`src/rtl/rv_decode_pkg.sv`:
```
// Shared types and constants for the registered RV32I decode queue.
package rv_decode_pkg;

   localparam logic [6:0] OPC_R      = 7'b0110011;
   localparam logic [6:0] OPC_I      = 7'b0010011;
   localparam logic [6:0] OPC_LUI    = 7'b0110111;
   localparam logic [6:0] OPC_SYSTEM = 7'b1110011;

   localparam logic [6:0] F7_ZERO    = 7'b0000000;
   localparam logic [6:0] F7_ALT     = 7'b0100000;

   typedef enum logic [2:0] {
      ITYPE_R   = 3'd0,
      ITYPE_I   = 3'd1,
      ITYPE_U   = 3'd2,
      ITYPE_CSR = 3'd3,
      ITYPE_ILL = 3'd7
   } itype_e;

   typedef enum logic [3:0] {
      INSTR_AND   = 4'b0000,
      INSTR_OR    = 4'b0001,
      INSTR_XOR   = 4'b0010,
      INSTR_ADD   = 4'b0011,
      INSTR_SUB   = 4'b0100,
      INSTR_SLL   = 4'b0101,
      INSTR_SRL   = 4'b0110,
      INSTR_SRA   = 4'b0111,
      INSTR_SLT   = 4'b1000,
      INSTR_SLTU  = 4'b1001,
      INSTR_LUI   = 4'b1010,
      INSTR_CSRRW = 4'b1011,
      INSTR_CSRRS = 4'b1100,
      INSTR_CSRRC = 4'b1101
   } instr_e;

   // Every decoded field except the XLEN-wide immediate, which is attached
   // by the modules that know XLEN (see decoded_t in the top).
   typedef struct packed {
      logic [6:0]  opcode;
      logic [6:0]  funct7;
      logic [2:0]  funct3;
      logic [4:0]  rs1;
      logic [4:0]  rs2;
      logic [4:0]  rd;
      logic [4:0]  shamt;
      logic [11:0] csr;
      itype_e      itype;
      instr_e      instr;
      logic        illegal;
   } decoded_fields_t;

   // ALU operation selected by funct3 when funct7 is all zero.
   function automatic instr_e base_alu_op(input logic [2:0] f3);
      instr_e op;
      case (f3)
         3'b000:  op = INSTR_ADD;
         3'b001:  op = INSTR_SLL;
         3'b010:  op = INSTR_SLT;
         3'b011:  op = INSTR_SLTU;
         3'b100:  op = INSTR_XOR;
         3'b101:  op = INSTR_SRL;
         3'b110:  op = INSTR_OR;
         3'b111:  op = INSTR_AND;
         default: op = INSTR_AND;
      endcase
      return op;
   endfunction

endpackage

```
`src/rtl/rv_decode_queue_if.sv`:
```
// Input/output handshake bundle of the decode queue.
interface rv_decode_queue_if
   import rv_decode_pkg::*;
#(
   parameter int XLEN = 32
);
   logic            in_valid;
   logic            in_ready;
   logic [31:0]     in_instr;
   logic            out_valid;
   logic            out_ready;
   logic [6:0]      opcode;
   logic [6:0]      funct7;
   logic [2:0]      funct3;
   logic [4:0]      rs1;
   logic [4:0]      rs2;
   logic [4:0]      rd;
   logic [4:0]      shamt;
   logic [11:0]     csr;
   itype_e          itype;
   instr_e          instr;
   logic [XLEN-1:0] imm;
   logic            illegal;

   // Instruction source and decoded-entry consumer side.
   modport master (
      output in_valid, in_instr, out_ready,
      input  in_ready, out_valid, opcode, funct7, funct3, rs1, rs2, rd,
             shamt, csr, itype, instr, imm, illegal
   );

   // Decode queue side.
   modport slave (
      input  in_valid, in_instr, out_ready,
      output in_ready, out_valid, opcode, funct7, funct3, rs1, rs2, rd,
             shamt, csr, itype, instr, imm, illegal
   );
endinterface

```
`src/rtl/rv_decode_comb.sv`:
```
// Purely combinational RV32I decoder: raw word in, decoded record out.
module rv_decode_comb
   import rv_decode_pkg::*;
#(
   parameter int XLEN = 32
) (
   input  logic [31:0]     instr_i,
   output decoded_fields_t fields_o,
   output logic [XLEN-1:0] imm_o
);

   logic [6:0]         opcode_s;
   logic [6:0]         funct7_s;
   logic [2:0]         funct3_s;
   itype_e             itype_s;
   instr_e             op_s;
   logic signed [31:0] imm32_s;

   assign opcode_s = instr_i[6:0];
   assign funct7_s = instr_i[31:25];
   assign funct3_s = instr_i[14:12];

   // Classify the word, pick the ALU operation and form a 32-bit immediate.
   always_comb begin
      itype_s = ITYPE_ILL;
      op_s    = INSTR_AND;
      imm32_s = 32'sd0;
      case (opcode_s)
         OPC_R: begin
            if (funct7_s == F7_ZERO) begin
               itype_s = ITYPE_R;
               op_s    = base_alu_op(funct3_s);
            end else if ((funct7_s == F7_ALT) && (funct3_s == 3'b000)) begin
               itype_s = ITYPE_R;
               op_s    = INSTR_SUB;
            end else if ((funct7_s == F7_ALT) && (funct3_s == 3'b101)) begin
               itype_s = ITYPE_R;
               op_s    = INSTR_SRA;
            end else begin
               itype_s = ITYPE_ILL;
            end
         end
         OPC_I: begin
            imm32_s = {{20{instr_i[31]}}, instr_i[31:20]};
            case (funct3_s)
               3'b001: begin
                  // Only the shift-immediates constrain the upper bits.
                  if (funct7_s == F7_ZERO) begin
                     itype_s = ITYPE_I;
                     op_s    = INSTR_SLL;
                  end else begin
                     itype_s = ITYPE_ILL;
                  end
               end
               3'b101: begin
                  if (funct7_s == F7_ZERO) begin
                     itype_s = ITYPE_I;
                     op_s    = INSTR_SRL;
                  end else if (funct7_s == F7_ALT) begin
                     itype_s = ITYPE_I;
                     op_s    = INSTR_SRA;
                  end else begin
                     itype_s = ITYPE_ILL;
                  end
               end
               default: begin
                  // funct3 000 is ADDI; there is no immediate subtract.
                  itype_s = ITYPE_I;
                  op_s    = base_alu_op(funct3_s);
               end
            endcase
         end
         OPC_LUI: begin
            itype_s = ITYPE_U;
            op_s    = INSTR_LUI;
            imm32_s = {instr_i[31:12], 12'h000};
         end
         OPC_SYSTEM: begin
            imm32_s = {{20{instr_i[31]}}, instr_i[31:20]};
            case (funct3_s)
               3'b001: begin
                  itype_s = ITYPE_CSR;
                  op_s    = INSTR_CSRRW;
               end
               3'b010: begin
                  itype_s = ITYPE_CSR;
                  op_s    = INSTR_CSRRS;
               end
               3'b011: begin
                  itype_s = ITYPE_CSR;
                  op_s    = INSTR_CSRRC;
               end
               default: begin
                  itype_s = ITYPE_ILL;
               end
            endcase
         end
         default: begin
            itype_s = ITYPE_ILL;
         end
      endcase
   end

   // Assemble the record; illegal words carry raw fields but no operation or immediate.
   always_comb begin
      fields_o.opcode  = opcode_s;
      fields_o.funct7  = funct7_s;
      fields_o.funct3  = funct3_s;
      fields_o.rs1     = instr_i[19:15];
      fields_o.rs2     = instr_i[24:20];
      fields_o.rd      = instr_i[11:7];
      fields_o.shamt   = instr_i[24:20];
      fields_o.csr     = instr_i[31:20];
      fields_o.itype   = itype_s;
      fields_o.instr   = op_s;
      fields_o.illegal = 1'b0;
      imm_o            = XLEN'(imm32_s);
      if (itype_s == ITYPE_ILL) begin
         fields_o.instr   = INSTR_AND;
         fields_o.illegal = 1'b1;
         imm_o            = {XLEN{1'b0}};
      end else begin
         fields_o.illegal = 1'b0;
      end
   end

endmodule

```
`src/rtl/rv_decode_queue.sv`:
```
// Registered RV32I decode stage: decoder feeding a DEPTH-entry FIFO, plus a
// saturating illegal-instruction counter and a pipeline flush.
module rv_decode_queue
   import rv_decode_pkg::*;
#(
   parameter int XLEN  = 32,
   parameter int DEPTH = 4,
   parameter int CNT_W = 16
) (
   input  logic                clk,
   input  logic                rst,
   input  logic                flush,
   rv_decode_queue_if.slave    q_if,
   output logic [CNT_W-1:0]    illegal_cnt
);

   localparam int AW = $clog2(DEPTH);
   localparam int PW = AW + 1;
   localparam logic [CNT_W-1:0] CNT_MAX = {CNT_W{1'b1}};

   typedef struct packed {
      decoded_fields_t f;
      logic [XLEN-1:0] imm;
   } decoded_t;

   decoded_fields_t dec_fields_s;
   logic [XLEN-1:0] dec_imm_s;
   decoded_t        dec_s;
   decoded_t        head_s;

   decoded_t        mem_q [DEPTH];
   logic [PW-1:0]   wr_ptr_q, wr_ptr_d;
   logic [PW-1:0]   rd_ptr_q, rd_ptr_d;
   logic [CNT_W-1:0] cnt_q, cnt_d;

   logic full_s;
   logic empty_s;
   logic push_s;
   logic pop_s;

   rv_decode_comb #(.XLEN(XLEN)) u_dec (
      .instr_i  (q_if.in_instr),
      .fields_o (dec_fields_s),
      .imm_o    (dec_imm_s)
   );

   assign dec_s.f   = dec_fields_s;
   assign dec_s.imm = dec_imm_s;

   // Extra pointer MSB distinguishes full from empty when the indices match.
   assign full_s  = (wr_ptr_q[AW] != rd_ptr_q[AW]) &&
                    (wr_ptr_q[AW-1:0] == rd_ptr_q[AW-1:0]);
   assign empty_s = (wr_ptr_q == rd_ptr_q);

   // A flush wins over both directions; the input seen alongside it is lost.
   assign push_s = q_if.in_valid && !full_s && !flush;
   assign pop_s  = !empty_s && q_if.out_ready && !flush;

   // Next pointer and counter values.
   always_comb begin
      wr_ptr_d = wr_ptr_q;
      rd_ptr_d = rd_ptr_q;
      cnt_d    = cnt_q;
      if (flush) begin
         wr_ptr_d = {PW{1'b0}};
         rd_ptr_d = {PW{1'b0}};
      end else begin
         if (push_s) begin
            wr_ptr_d = wr_ptr_q + PW'(1);
         end else begin
            wr_ptr_d = wr_ptr_q;
         end
         if (pop_s) begin
            rd_ptr_d = rd_ptr_q + PW'(1);
         end else begin
            rd_ptr_d = rd_ptr_q;
         end
      end
      // Counts accepted illegal words; a flushed word was never accepted.
      if (push_s && dec_s.f.illegal && (cnt_q != CNT_MAX)) begin
         cnt_d = cnt_q + CNT_W'(1);
      end else begin
         cnt_d = cnt_q;
      end
   end

   // Pointer and counter registers.
   always_ff @(posedge clk) begin
      if (rst) begin
         wr_ptr_q <= {PW{1'b0}};
         rd_ptr_q <= {PW{1'b0}};
         cnt_q    <= {CNT_W{1'b0}};
      end else begin
         wr_ptr_q <= wr_ptr_d;
         rd_ptr_q <= rd_ptr_d;
         cnt_q    <= cnt_d;
      end
   end

   // FIFO storage; cleared on reset so the head outputs read as zero.
   always_ff @(posedge clk) begin
      if (rst) begin
         for (int i = 0; i < DEPTH; i++) begin
            mem_q[i] <= '0;
         end
      end else if (push_s) begin
         mem_q[wr_ptr_q[AW-1:0]] <= dec_s;
      end else begin
         mem_q[wr_ptr_q[AW-1:0]] <= mem_q[wr_ptr_q[AW-1:0]];
      end
   end

   assign head_s = mem_q[rd_ptr_q[AW-1:0]];

   assign q_if.in_ready  = !full_s;
   assign q_if.out_valid = !empty_s;
   assign q_if.opcode    = head_s.f.opcode;
   assign q_if.funct7    = head_s.f.funct7;
   assign q_if.funct3    = head_s.f.funct3;
   assign q_if.rs1       = head_s.f.rs1;
   assign q_if.rs2       = head_s.f.rs2;
   assign q_if.rd        = head_s.f.rd;
   assign q_if.shamt     = head_s.f.shamt;
   assign q_if.csr       = head_s.f.csr;
   assign q_if.itype     = head_s.f.itype;
   assign q_if.instr     = head_s.f.instr;
   assign q_if.imm       = head_s.imm;
   assign q_if.illegal   = head_s.f.illegal;
   assign illegal_cnt    = cnt_q;

endmodule

```
`src/flat_wrapper.sv`:
```
// flat-port wrapper written by rule: the top's interface ports become plain ports
module rv_decode_queue_flat import rv_decode_pkg::*;
#(
   parameter int XLEN  = 32,
   parameter int DEPTH = 4,
   parameter int CNT_W = 16
)
  (clk, rst, flush, illegal_cnt, q_if_in_valid, q_if_in_instr, q_if_out_ready, q_if_in_ready, q_if_out_valid, q_if_opcode, q_if_funct7, q_if_funct3, q_if_rs1, q_if_rs2, q_if_rd, q_if_shamt, q_if_csr, q_if_itype, q_if_instr, q_if_imm, q_if_illegal);
  rv_decode_queue_if #(.XLEN(XLEN)) q_if_i ();
  input  logic clk;
  input  logic rst;
  input  logic flush;
  output logic [CNT_W-1:0] illegal_cnt;
  input wire logic [$bits(q_if_i.in_valid)-1:0] q_if_in_valid;
  input wire logic [$bits(q_if_i.in_instr)-1:0] q_if_in_instr;
  input wire logic [$bits(q_if_i.out_ready)-1:0] q_if_out_ready;
  output wire logic [$bits(q_if_i.in_ready)-1:0] q_if_in_ready;
  output wire logic [$bits(q_if_i.out_valid)-1:0] q_if_out_valid;
  output wire logic [$bits(q_if_i.opcode)-1:0] q_if_opcode;
  output wire logic [$bits(q_if_i.funct7)-1:0] q_if_funct7;
  output wire logic [$bits(q_if_i.funct3)-1:0] q_if_funct3;
  output wire logic [$bits(q_if_i.rs1)-1:0] q_if_rs1;
  output wire logic [$bits(q_if_i.rs2)-1:0] q_if_rs2;
  output wire logic [$bits(q_if_i.rd)-1:0] q_if_rd;
  output wire logic [$bits(q_if_i.shamt)-1:0] q_if_shamt;
  output wire logic [$bits(q_if_i.csr)-1:0] q_if_csr;
  output wire logic [$bits(q_if_i.itype)-1:0] q_if_itype;
  output wire logic [$bits(q_if_i.instr)-1:0] q_if_instr;
  output wire logic [$bits(q_if_i.imm)-1:0] q_if_imm;
  output wire logic [$bits(q_if_i.illegal)-1:0] q_if_illegal;
  assign q_if_i.in_valid = q_if_in_valid;
  assign q_if_i.in_instr = q_if_in_instr;
  assign q_if_i.out_ready = q_if_out_ready;
  assign q_if_in_ready = q_if_i.in_ready;
  assign q_if_out_valid = q_if_i.out_valid;
  assign q_if_opcode = q_if_i.opcode;
  assign q_if_funct7 = q_if_i.funct7;
  assign q_if_funct3 = q_if_i.funct3;
  assign q_if_rs1 = q_if_i.rs1;
  assign q_if_rs2 = q_if_i.rs2;
  assign q_if_rd = q_if_i.rd;
  assign q_if_shamt = q_if_i.shamt;
  assign q_if_csr = q_if_i.csr;
  assign q_if_itype = q_if_i.itype;
  assign q_if_instr = q_if_i.instr;
  assign q_if_imm = q_if_i.imm;
  assign q_if_illegal = q_if_i.illegal;
  rv_decode_queue #(.XLEN(XLEN), .DEPTH(DEPTH), .CNT_W(CNT_W)) u_core (.clk(clk), .rst(rst), .flush(flush), .q_if(q_if_i), .illegal_cnt(illegal_cnt));
endmodule
```
`config.mk`:
```
export PLATFORM = sky130hd
export DESIGN_NAME = rv_decode_queue_flat
export DESIGN_NICKNAME = d
export VERILOG_FILES = /design/src/rtl/rv_decode_pkg.sv /design/src/rtl/rv_decode_queue_if.sv /design/src/rtl/rv_decode_comb.sv /design/src/rtl/rv_decode_queue.sv /design/src/flat_wrapper.sv
export SDC_FILE = /design/constraint.sdc
export NUM_CORES = 1
export LEC_CHECK = 0
export BUFFER_PORTS_ARGS = -buffer_cell sky130_fd_sc_hd__buf_4
export CORE_ASPECT_RATIO = 0.8
export CORE_MARGIN = 2
export CORE_UTILIZATION = 59
export DETAILED_ROUTE_END_ITERATION = 10
export PLACE_DENSITY = 0.81
export SYNTH_ARGS = -nofsm -noshare
export SYNTH_HDL_FRONTEND = slang
export SYNTH_SLANG_ARGS = --single-unit
```
`constraint.sdc`:
```
create_clock -name clk -period 4.46 [get_ports clk]
set_clock_uncertainty 0.05 [all_clocks]
set_input_delay 0 -clock clk [delete_from_list [all_inputs] [get_ports clk]]
set_output_delay 0 -clock clk [all_outputs]
set_load 0.02 [all_outputs]
```
# Word-level counts from Yosys, hierarchy flattened
# Memory sizes are Yosys's and may differ from the RTL's. A register that Yosys moved wholly into a read port is not among the register bits.
# Index checks and enable logic that the tools add are counted.
# word_totals
out_inout_bits	107
romBits	64
mem_bits_rw	356
input_bits	37
memories	3
wordCells	80
reg_bits	22
# memory_table
name	words	word_bits	read_ports	rd_clocked_by_memory_dff	write_ports	line	rtl
u_core.mem_q	4	89	1	1	4	rv_decode_queue.sv:31	decoded_t mem_q [DEPTH];
(no name shown)	8	4	1	0	0	rv_decode_pkg.sv:56	case (f3)
(no name shown)	8	4	1	0	0	rv_decode_pkg.sv:56	
# classes
add_sub_neg	3
muxes	36
n_eq_ne	15
reduce_logical	19
bitwise_logic	1
# ops
operator	count
2-to-1 mux 89 bit	2
OR reduction 89 bit	1
case mux 32 bit (2 select lines)	1
2-to-1 mux 3 bit	12
2-to-1 mux 32 bit	1
== test 7 x 6 -> 1 bit (second input constant)	3
adder 16 x 1 -> 16 bit (second input constant)	1
!= test 16 bit (second input constant)	1
case mux 4 bit (4 select lines)	1
case mux 3 bit (4 select lines)	1
case mux 4 bit (3 select lines)	1
2-to-1 mux 1 bit	10
logical AND 1 bit	9
2-to-1 mux 4 bit	2
case mux 4 bit (2 select lines)	1
== test 7 x 5 -> 1 bit (second input constant)	1
== test 7 bit (second input constant)	1
zero test 7 bit	1
adder 3 x 1 -> 3 bit (second input constant)	2
== test 3 x 2 -> 1 bit (second input constant)	2
== test 3 bit (second input constant)	2
2-to-1 mux 2 bit	3
case mux 3 bit (2 select lines)	1
OR reduction 2 bit	2
10 further kinds	12

# Depth between registers and ports, before layout
# Gate-level depths: netlist of the first run.
# depth
depth_word	12
depth_mapped	9
ltp_nobuf	7

# Cells and area by module
# From an unflattened synthesis of the first run, not the netlist that was laid out.
# unflattened
hier_cells	1201
hier_area_um2	17887.2
# modules_own_cells
module	area_per_inst_um2	cells_per_inst	n_inst	seq_area_each_um2
rv_decode_queue	16419.5	1000	1	11170.7
rv_decode_comb	1467.7	201	1	0.0

# Worst setup path after synthesis of the first run
# No wires, ideal clock.
# synth_path
path_type	reg2reg
from	register u_core.wr_ptr_q[1]
to	memory u_core.mem_q[0][0] (netlist name) (enable)
stages_incl_launch_ff	8
n_path_buf	2
t_arrival_ns	3.129
period_less_slack_ns	3.621
path_slack_ns	0.839
setup_time_ns	0.442
required_time_ns	3.968
cell_sequence	dfxtp_1 > buf_2 > xor2_1 > o311a_1 > nand2b_1 > or3_1 > clkbuf_1 > nand2b_1
# synth_rtl
element	line	rtl
start, declared	rv_decode_queue.sv:32	logic [PW-1:0] wr_ptr_q, wr_ptr_d;
start signal, assigned	rv_decode_queue.sv:90	wr_ptr_q <= {PW{1'b0}};
start signal, assigned	rv_decode_queue.sv:94	wr_ptr_q <= wr_ptr_d;
end, declared	rv_decode_queue.sv:31	

==> impl_metrics.toml, run 1 <==
[outcome]
status = "finished, final reports clean"

[yosys]
yosys-mux-area-fraction_pct = 12.1
synth_top_family_by_area = "simple AND/OR/NAND/NOR gates"
synth-edff-count = 288
synth-simple-area-share_pct = 15.1
synth-compound-area-share_pct = 3.40
ys_seq_elements = 312
synth_top_cell_area_share_pct = 61.3
postSynthAreaPerCell_um2 = 14.3
synthTopCellsByArea = "edfxtp_1 (61%), mux4_2 (11%), and2_1 (5.9%), dfxtp_1 (3.4%), nor2_1 (3.4%)"
synth-adder-area-share_pct = 0.266
yosysTopAreaCell = "edfxtp_1"
yosysMostFrequentCell = "edfxtp_1"
yosys_warnings = 0
yosysUniqueCellTypes = 53
ys_seq_area_share_pct = 64.7
synth_ff_type = "edfxtp_1"
syn_area_um2 = 14100
synth_top_cells_by_count = "edfxtp_1 (288), and2_1 (132), nor2_1 (126)"
syn_nets = 1028
synthArstFlopShare_pct = 0
postSynthCellCount = 988
synth_xor_area_share_pct = 0.497

[clock_network]
cts_root_buf = "clkbuf_16"
cts_resized = 0
path_clk_slew_ns = 0.06
cts.sink_count = 312
clk_latency_ns = 0.54
htreeDepth = 1
cts_buffer_depth = 3
cts_tree = "done"
numCtsBuffers = 30

[final_layout]
drive_gt1_share_pct = 26.2
syn_to_final_growth_pct = 18.7
fin_cells = 1459
final_nets = 1163

[job]
max-cap-violations = 0

[setup_path]
critical_path_required_ns = 4.63
cp_cell_sequence = "xor2_1 > o311a_1 > nand2b_1 > or3_1 > buf_4 > nand2b_4 > buf_12"
cp_num_buf_inv = 2
critPathMaxFanout = 42
crit_family = "simple AND/OR/NAND/NOR gates"
endpoint_kind = "flop"
crit_type = "reg -> reg"
worst-path-stages = 7
cp_slowest_cell = "dfxtp_1"
rr_worst_depth = 7
cp_slowest_stage_delay_ns = 0.57
worstPathArrival_ns = 3.54
cp-start-kind = "flop"

[routing]
avgRoutedWirePerCell_um = 21.6
remaining_drc_errors = 0
ant_nets = 0
drt_first_pass_iters = 6
routed_wl_um = 31500
viasPerCell = 6.07
routed-via-count = 8854
dr.first_iter.drc_count = 976

[global_routing]
top_usage_layer = "met2"
grtUsageMet2_pct = 41.6
grt_pass1_wl_um = 48600
grt_use_met1_pct = 35.4
grt_util_met3_pct = 3.98
grtUsageTotal_pct = 25.3
grt_start_max_net_pins = 73
overflow = 0
grt_pass1_vias = 8912
antenna_found_initial = 2

[placed_design]
gp_congestion = 0.880
dp_hpwl_um = 17900
dp.cells = 1366
port-buffer-count = 143

[floorplan]
rows = 50
dieArea_um2 = 25200
start_util_pct = 60.1
die_h_um = 142
coreArea_um2 = 23500
die_w_um = 177
io_pins = 144

[sta]
hold_slack_ns = 0.253
finalCritPeriodShare_pct = 75.6
rsz0062_at_grt = "no"
finalHoldViolCount = 0
setup-tns-final_ns = 0
fmax_mhz = 297
maxSlewHeadroom_pct = 11.6
setup_viol = 0
tightest_slew_ns = 1.33
finalCriticalPeriod_ns = 3.37
slew_viol_final = 0

[power_and_ir_drop]
total_power_w = 0.00633
p_per_area_nw_per_um2 = 378
irDropWorstVdd_mv = 0.229
leakagePower_nw = 6.43

[hold_path]
min_path_type = "in -> reg"
holdPathStages = 3
-- cell type report --
class                      instances  area (um2)
antenna                            1        2.50
clock buffer                      35         791
clock inverter                    20         198
fill                            1510        6720
inverter                          30         113
multi-input combinational        553        4480
sequential                       312        9140
tap                              312         390
timing repair buffer             196        1630
-- state kept, by name (all words and copies together) (netlist names), named ones only --
signal	count
u_core.mem_q	288
u_core.illegal_cnt	16
u_core.rd_ptr_q	3
u_core.wr_ptr_q	3
-- cells by family (layout without fill, tap and decap cells) --
family          after synthesis  after routing
buf+inv                     123            281
mux                          80             80
simple gates                396            396
other cells                   0              1
fa+ha+maj                     3              3
xor+xnor                      8              8
flops                       312            312
compound gates               66             66
-- routing by layer --
| layer | vias up | wire length, um |
|---|---|---|
| met3 | 64 | 2460 |
| met5 | - | 0 |
| met4 | 0 | 809 |
| li1 | 3935 | - |
| met1 | 4417 | 13000 |
| met2 | 438 | 15300 |
-- timing repair --
action                                  CTS  global route
hold endpoints to repair                280             0
buffers inserted                          0             0
hold buffers                             37             0
endpoints found under the setup margin    0             0
-- through the flow --
| step | utilization (%) | worst slack (ns) | cell area, um2 |
|---|---|---|---|
| after global routing | 71.3 | 0.875 | 16700 |
| after global placement | 65.5 | 1.29 | 15400 |
| after detailed placement | 65.5 | 1.21 | 15400 |
| after CTS | 71.3 | 1.19 | 16700 |
| final | 71.3 | 1.09 | 16700 |
| after floorplan | - | 0.839 | 14100 |
-- path summary, 6_finish.rpt --
check	endpoint	startpoint	slack, ns
max	u_core.mem_q[0][0]	u_core.wr_ptr_q[0]	1.09
min	u_core.mem_q[0][58]	q_if_in_instr[8]	0.25
max reg2reg	u_core.mem_q[0][0]	u_core.wr_ptr_q[0]	1.09
min reg2reg	u_core.illegal_cnt[11]	u_core.illegal_cnt[11]	0.46
-- power by group --
part | switching [W] | leakage (nW) | internal, W
clock | 0.00105 | 0.484 | 0.00149
sequential | 0.0000344 | 3.21 | 0.00329
combinational | 0.000273 | 2.73 | 0.000188
total | 0.00136 | 6.43 | 0.00497
-- worst reg2reg max path, delay by kind of cell (launching register included) --
| kind | cells | cell delay, ns |
|---|---|---|
| buffers and inverters | 2 | 0.56 |
| AND/OR/NAND/NOR | 3 | 0.93 |
| flip-flops | 1 | 0.57 |
| XOR/XNOR | 1 | 0.33 |
| AO/OA/AOI/OAI | 1 | 0.57 |
-- cells in the final DEF, fill, tap and decap left out, drive strengths merged, types with 4 or more instances in the layout --
| master | instances |
|---|---|
| nand4 | 8 |
| edfxtp | 288 |
| a32oi | 19 |
| clkbuf | 35 |
| buf | 159 |
| nor2b | 7 |
| or4 | 4 |
| dlygate4sd3 | 37 |
| clkinv | 14 |
| nor3 | 11 |
| nor4 | 4 |
| nand2 | 17 |
| nand3 | 17 |
| o21ai | 8 |
| dfxtp | 24 |
| mux2 | 6 |
| a21oi | 15 |
| bufinv | 4 |
| nand2b | 9 |
| or3 | 8 |
| o31ai | 7 |
| nor2 | 126 |
| and3 | 38 |
| mux4 | 72 |
| and2 | 132 |
| or2 | 5 |
| xor2 | 6 |
| inv | 30 |
Note: power is estimated with default switching activity, not from simulation.
==> inputs of run 2 (changes only) <==
Clock period 4.46 ns to 3.15 ns, I/O delays scaled along.
==> run 2 against run 1 <==
Against the previous run: routed wire length up 0.89%; flip-flop and latch count unchanged; die area unchanged; critical path depth up 1; power up 42%; combinational power up 44%; global-route usage up 0.32 points; clock power up 43%; highest routed layer unchanged.
==> impl_metrics.toml, run 2 (synthesized netlist as in run 1, its figures left out) <==
[power_and_ir_drop]
power.share.clock_pct = 40.5
switching_share_pct = 21.7
p_int_w = 0.00707
leakagePower_nw = 6.51
power_frac_comb_pct = 7.3
p_per_area_nw_per_um2 = 534
irDropWorstVdd_mv = 0.505
p_sw_w = 0.00195
seq_power_share_pct = 52.2

[routing]
avgRoutedWirePerCell_um = 21.5
dr.first_iter.drc_count = 1043
routed-via-count = 8904
viasPerCell = 6.03
drt_first_pass_iters = 5
remaining_drc_errors = 0
ant_nets = 0
routed_wl_um = 31800

[clock_network]
cts_resized = 0
path_clk_slew_ns = 0.06
htreeDepth = 1
cts_root_buf = "clkbuf_16"
cts.sink_count = 312
cts_buffer_depth = 3
clk_latency_ns = 0.55
cts_tree = "done"
numCtsBuffers = 31

[global_routing]
grt_pass1_vias = 8737
overflow = 0
grtUsageTotal_pct = 25.7
grt_pass1_wl_um = 49100
grt_start_max_net_pins = 50
antenna_found_initial = 1

[sta]
slew_viol_final = 0
finalCritPeriodShare_pct = 90.0
tightest_slew_ns = 0.776
setup-tns-final_ns = 0
fmax_mhz = 353
finalHoldViolCount = 0
setup_viol = 0
rsz0062_at_grt = "no"
finalCriticalPeriod_ns = 2.84
maxSlewHeadroom_pct = 48.3

[setup_path]
critPathMaxFanout = 44
crit_type = "reg -> reg"
endpoint_kind = "flop"
cp-start-kind = "flop"
worstPathArrival_ns = 3.20
critical_path_required_ns = 3.51

[floorplan]
die_w_um = 177
rows = 50
io_pins = 144
coreArea_um2 = 23500
dieArea_um2 = 25200
start_util_pct = 60.1
die_h_um = 142

[placed_design]
gp_congestion = 0.894
port-buffer-count = 143
placed_area_um2 = 15500
dp_hpwl_um = 18900

[final_layout]
most-common-layout-cells = "edfxtp_1 (288), buf_4 (165), and2_1 (132)"
largest_reg_flops = 288
syn_to_final_growth_pct = 19.8
final_nets = 1178
drive_gt1_share_pct = 26.5
top_register = "u_core.mem_q"
nFillCells = 1498
final_common_cell = "edfxtp_1"
fin_area_um2 = 16900

[hold_path]
min_path_type = "in -> reg"

[job]
max-cap-violations = 0

[outcome]
status = "finished, final reports clean"
==> run 2: worst paths after layout <==
kind	start	slack [ns]	depth (start not counted)	endpoint
worst max-delay path	u_core.wr_ptr_q[0]	0.31	8	u_core.mem_q[1][9]
worst min register to register	u_core.illegal_cnt[11]	0.47	2	u_core.illegal_cnt[11]
worst max register to register	u_core.wr_ptr_q[0]	0.31	8	u_core.mem_q[1][9]
worst min-delay path	q_if_in_instr[10]	0.24	3	u_core.mem_q[1][60]
==> run 2: routing by layer <==
| layer | vias up | part of all wire, % | global-route usage [%] |
|---|---|---|---|
| met1 | 4429 | 40 | 35.9 |
| met2 | 458 | 50 | 42.8 |
| li1 | 3966 | - | - |
| met3 | 51 | 7.9 | 3.93 |
| met5 | - | 0 | 0 |
| met4 | 0 | 2.2 | 6.70 |
==> run 2: final cells by class <==
class / instances / area, um2 / area share (%)
multi-input combinational: 553 / 4480 / 26.5
inverter: 30 / 113 / 0.667
tap: 312 / 390 / 2.31
sequential: 312 / 9140 / 54.1
clock buffer: 39 / 806 / 4.77
timing repair buffer: 210 / 1770 / 10.5
antenna: 1 / 2.50 / 0.0148
clock inverter: 19 / 196 / 1.16
==> run 2: worst max-delay path: stages, from the launching register on <==
cell,delay (ns)
dfxtp_1,0.59
xor2_1,0.29
or3_1,0.18
nand3_1,0.22
nor2_4,0.25
buf_4,0.34
and3_1,0.21
buf_4,0.33
and3_1,0.23
==> run 2: power groups by stage <==
stage	Clock [W]	Sequential, W	Combinational [W]
floorplan	0	0.00478	0.000360
global placement	0	0.00479	0.000619
detailed placement	0	0.00480	0.000626
CTS	0.00370	0.00471	0.000664
global route	0.00385	0.00472	0.000704
finish	0.00365	0.00471	0.000663
==> run 2: per-stage QoR <==
stage	hold slack, ns	worst slack (ns)	power [W]	instances	util, %
finish	0.240	0.315	0.00903	1476	72.0
global route	0.242	0.152	0.00928	1476	72.0
CTS	0.219	0.377	0.00907	1475	72.0
detailed placement	0.251	0.408	0.00542	1380	66.1
global placement	0.248	0.533	0.00541	1380	66.1
floorplan	0.124	0.199	0.00514	988	-
==> run 2: repair_timing <==
| item | 4_1_cts | 5_1_grt |
|---|---|---|
| hold buffers | 37 | 0 |
| endpoints found under the hold margin | 284 | 0 |
| buffers inserted | 0 | 0 |
==> inputs of run 3 (changes only) <==
Settings changed: CORE_UTILIZATION 59 to 60, SYNTH_HIERARCHICAL set to 1.
==> run 3 against run 2 <==
Against the previous run: synthesized cell count grew 22%; utilization shrank 1.2 points; via count grew 16%; synthesized area grew 27%; register-to-register slack is essentially flat; sequential share of layout area shrank 0.30 points; largest power group unchanged; highest routed layer unchanged.
==> impl_metrics.toml, run 3 <==
[hold_path]
min_path_type = "in -> reg"
holdPathStages = 5
hold_start = "q_if_in_valid"
min_to = "u_core/wr_ptr_q[2]"

[floorplan]
io_pins = 144
start_util_pct = 60.9
dieArea_um2 = 31200
rows = 56
coreArea_um2 = 29400
die_w_um = 197
die_h_um = 158

[final_layout]
final_nets = 1357
final_common_cell = "edfxtp_1"
post-route-util_pct = 70.8
fin_cells = 1723
syn_to_final_growth_pct = 16.2
nFillCells = 1896
drive_gt1_share_pct = 27.4
top_register = "u_core/mem_q"
most-common-layout-cells = "edfxtp_1 (356), and2_1 (353), buf_4 (161)"
largest_reg_flops = 356

[placed_design]
port-buffer-count = 143
dp_hpwl_um = 22800
dp.cells = 1618
place_ws_ns = 0.344
gp_congestion = 0.873

[yosys]
ys_seq_area_share_pct = 62.5
synthArstFlopShare_pct = 0
synth-compound-area-share_pct = 1.63
synth_top_cells_by_count = "edfxtp_1 (356), and2_1 (353), mux4_2 (89)"
synth_top_family_by_area = "simple AND/OR/NAND/NOR gates"
synth_ff_type = "edfxtp_1"
yosys-mux-area-fraction_pct = 11.4
synth-adder-area-share_pct = 0.210
postSynthAreaPerCell_um2 = 14.9
yosysUniqueCellTypes = 59
synth_top_cell_area_share_pct = 59.8
yosysTopAreaCell = "edfxtp_1"
yosys_warnings = 6
synth_xor_area_share_pct = 1.13
yosysMostFrequentCell = "edfxtp_1"
syn_nets = 1241
ys_seq_elements = 380
postSynthCellCount = 1201
synth-edff-count = 356
synth-simple-area-share_pct = 18.7
synthTopCellsByArea = "edfxtp_1 (60%), and2_1 (12%), mux4_2 (11%), dfxtp_1 (2.7%), buf_4 (2.2%)"
syn_area_um2 = 17900

[routing]
dr.first_iter.drc_count = 943
ant_nets = 0
remaining_drc_errors = 0
drt_first_pass_iters = 5
avgRoutedWirePerCell_um = 22.9
routed_wl_um = 39500
viasPerCell = 5.99
routed-via-count = 10300

[setup_path]
crit_family = "simple AND/OR/NAND/NOR gates"
cp_num_buf_inv = 1
critPathMaxFanout = 89
worstPathArrival_ns = 3.17
endpoint_kind = "flop"
cp_cell_sequence = "xor2_1 > o31ai_4 > or2_0 > nor3b_4 > buf_4 > and2_1"
timing.rr.end = "u_core/mem_q[2][4]"
r2r_slack_ns = 0.31
crit_type = "reg -> reg"
timing.rr.start = "u_core/rd_ptr_q[1]"
cp_slowest_cell = "buf_4"
cp-start-kind = "flop"
cp_slowest_stage_delay_ns = 0.68
rr_worst_depth = 6
critical_path_required_ns = 3.48

[clock_network]
cts.sink_count = 380
cts_buffer_depth = 3
htreeDepth = 2
numCtsBuffers = 38
clk_latency_ns = 0.51
cts_tree = "done"
path_clk_slew_ns = 0.06
cts_root_buf = "clkbuf_16"
post_cts_buffers = 0

[sta]
tightest_slew_ns = 0.945
finalCritPeriodShare_pct = 90.2
hold_slack_ns = 0.0714
fmax_mhz = 352
slew_viol_final = 0
maxSlewHeadroom_pct = 37.0
finalHoldViolCount = 0
setup_ws_ns = 0.308
setup_viol = 0
finalCriticalPeriod_ns = 2.84
setup-tns-final_ns = 0
rsz0062_at_grt = "no"

[global_routing]
grtUsageTotal_pct = 26.0
grt_start_max_net_pins = 90
grt_pass1_vias = 10600
grt_pass1_wl_um = 60900
antenna_found_initial = 2
overflow = 0

[power_and_ir_drop]
irDropWorstVdd_mv = 0.333
p_sw_w = 0.00232
power_frac_comb_pct = 6.8
leakagePower_nw = 7.57
seq_power_share_pct = 51.4
p_per_area_nw_per_um2 = 538
p_int_w = 0.00885
switching_share_pct = 20.8
power.share.clock_pct = 41.7

[job]
max-cap-violations = 0

[outcome]
status = "finished, final reports clean"
## run 3: area by class of cell
class | instances | area [um2] | share of cell area (%)
Clock inverter | 21 | 243 | 1.17
Sequential cell | 380 | 11200 | 53.8
Inverter | 4 | 15.0 | 0.0722
Tap cell | 377 | 472 | 2.27
Timing Repair Buffer | 211 | 1850 | 8.90
Clock buffer | 47 | 1050 | 5.05
Multi-Input combinational cell | 682 | 5970 | 28.7
Antenna cell | 1 | 2.50 | 0.0120
## run 3: how the worst max path moves through the flow
stage | start | cells past startpoint | endpoint | slack (ns)
final | u_core/rd_ptr_q[1] | 6 | u_core/mem_q[2][4] | 0.31
after global routing | u_core/rd_ptr_q[2] | 6 | u_core/mem_q[2][70] | 0.15
after CTS | u_core/rd_ptr_q[1] | 6 | u_core/mem_q[2][4] | 0.31
after detailed placement | u_core/rd_ptr_q[1] | 6 | u_core/mem_q[2][70] | 0.34
after global placement | u_core/rd_ptr_q[2] | 6 | u_core/mem_q[2][61] | 0.45
after floorplan | u_core/wr_ptr_q[0] | 8 | u_core/mem_q[2][0] | 0.17
## run 3: cell families (layout without fill, tap and decap cells)
| group | after synthesis | after routing |
|---|---|---|
| simple gates | 519 | 519 |
| flops | 380 | 380 |
| other cells | 0 | 1 |
| xor+xnor | 23 | 23 |
| fa+ha+maj | 3 | 3 |
| mux | 93 | 93 |
| compound gates | 44 | 44 |
| buf+inv | 139 | 283 |
## run 3: stage by stage
step / total power (W) / instance area, um2
floorplan: 0.00628 / 17900
global placement: 0.00656 / 19100
detailed placement: 0.00658 / 19100
global route: 0.0115 / 20800
finish: 0.0112 / 20800
CTS: 0.0112 / 20800
## run 3: repair_timing
| action | CTS | global route |
|---|---|---|
| setup endpoints to repair | 0 | 0 |
| hold buffers | 36 | 0 |
| hold endpoints to repair | 223 | 0 |
| resized for setup | 0 | 0 |
## run 3: power groups by stage
stage | Combinational, W | Sequential (W) | Clock [W]
after floorplan | 0.000441 | 0.00584 | 0
after global placement | 0.000722 | 0.00584 | 0
after detailed placement | 0.000729 | 0.00585 | 0
after CTS | 0.000769 | 0.00575 | 0.00473
after global routing | 0.000809 | 0.00576 | 0.00494
final | 0.000764 | 0.00575 | 0.00466
## run 3: worst min-delay path: cells and delay by family
family / cells / cell delay, ns
simple gates: 3 / 0.42
buf+inv: 1 / 0.10
xor+xnor: 1 / 0.08
## run 3: metal layers
layer,vias up,GRT usage [%],part of all wire [%]
met2,457,43.2,49
met3,58,4.28,7.9
met1,5195,36.3,41
met4,0,7.23,2.0
li1,4608,-,-
met5,-,0,0
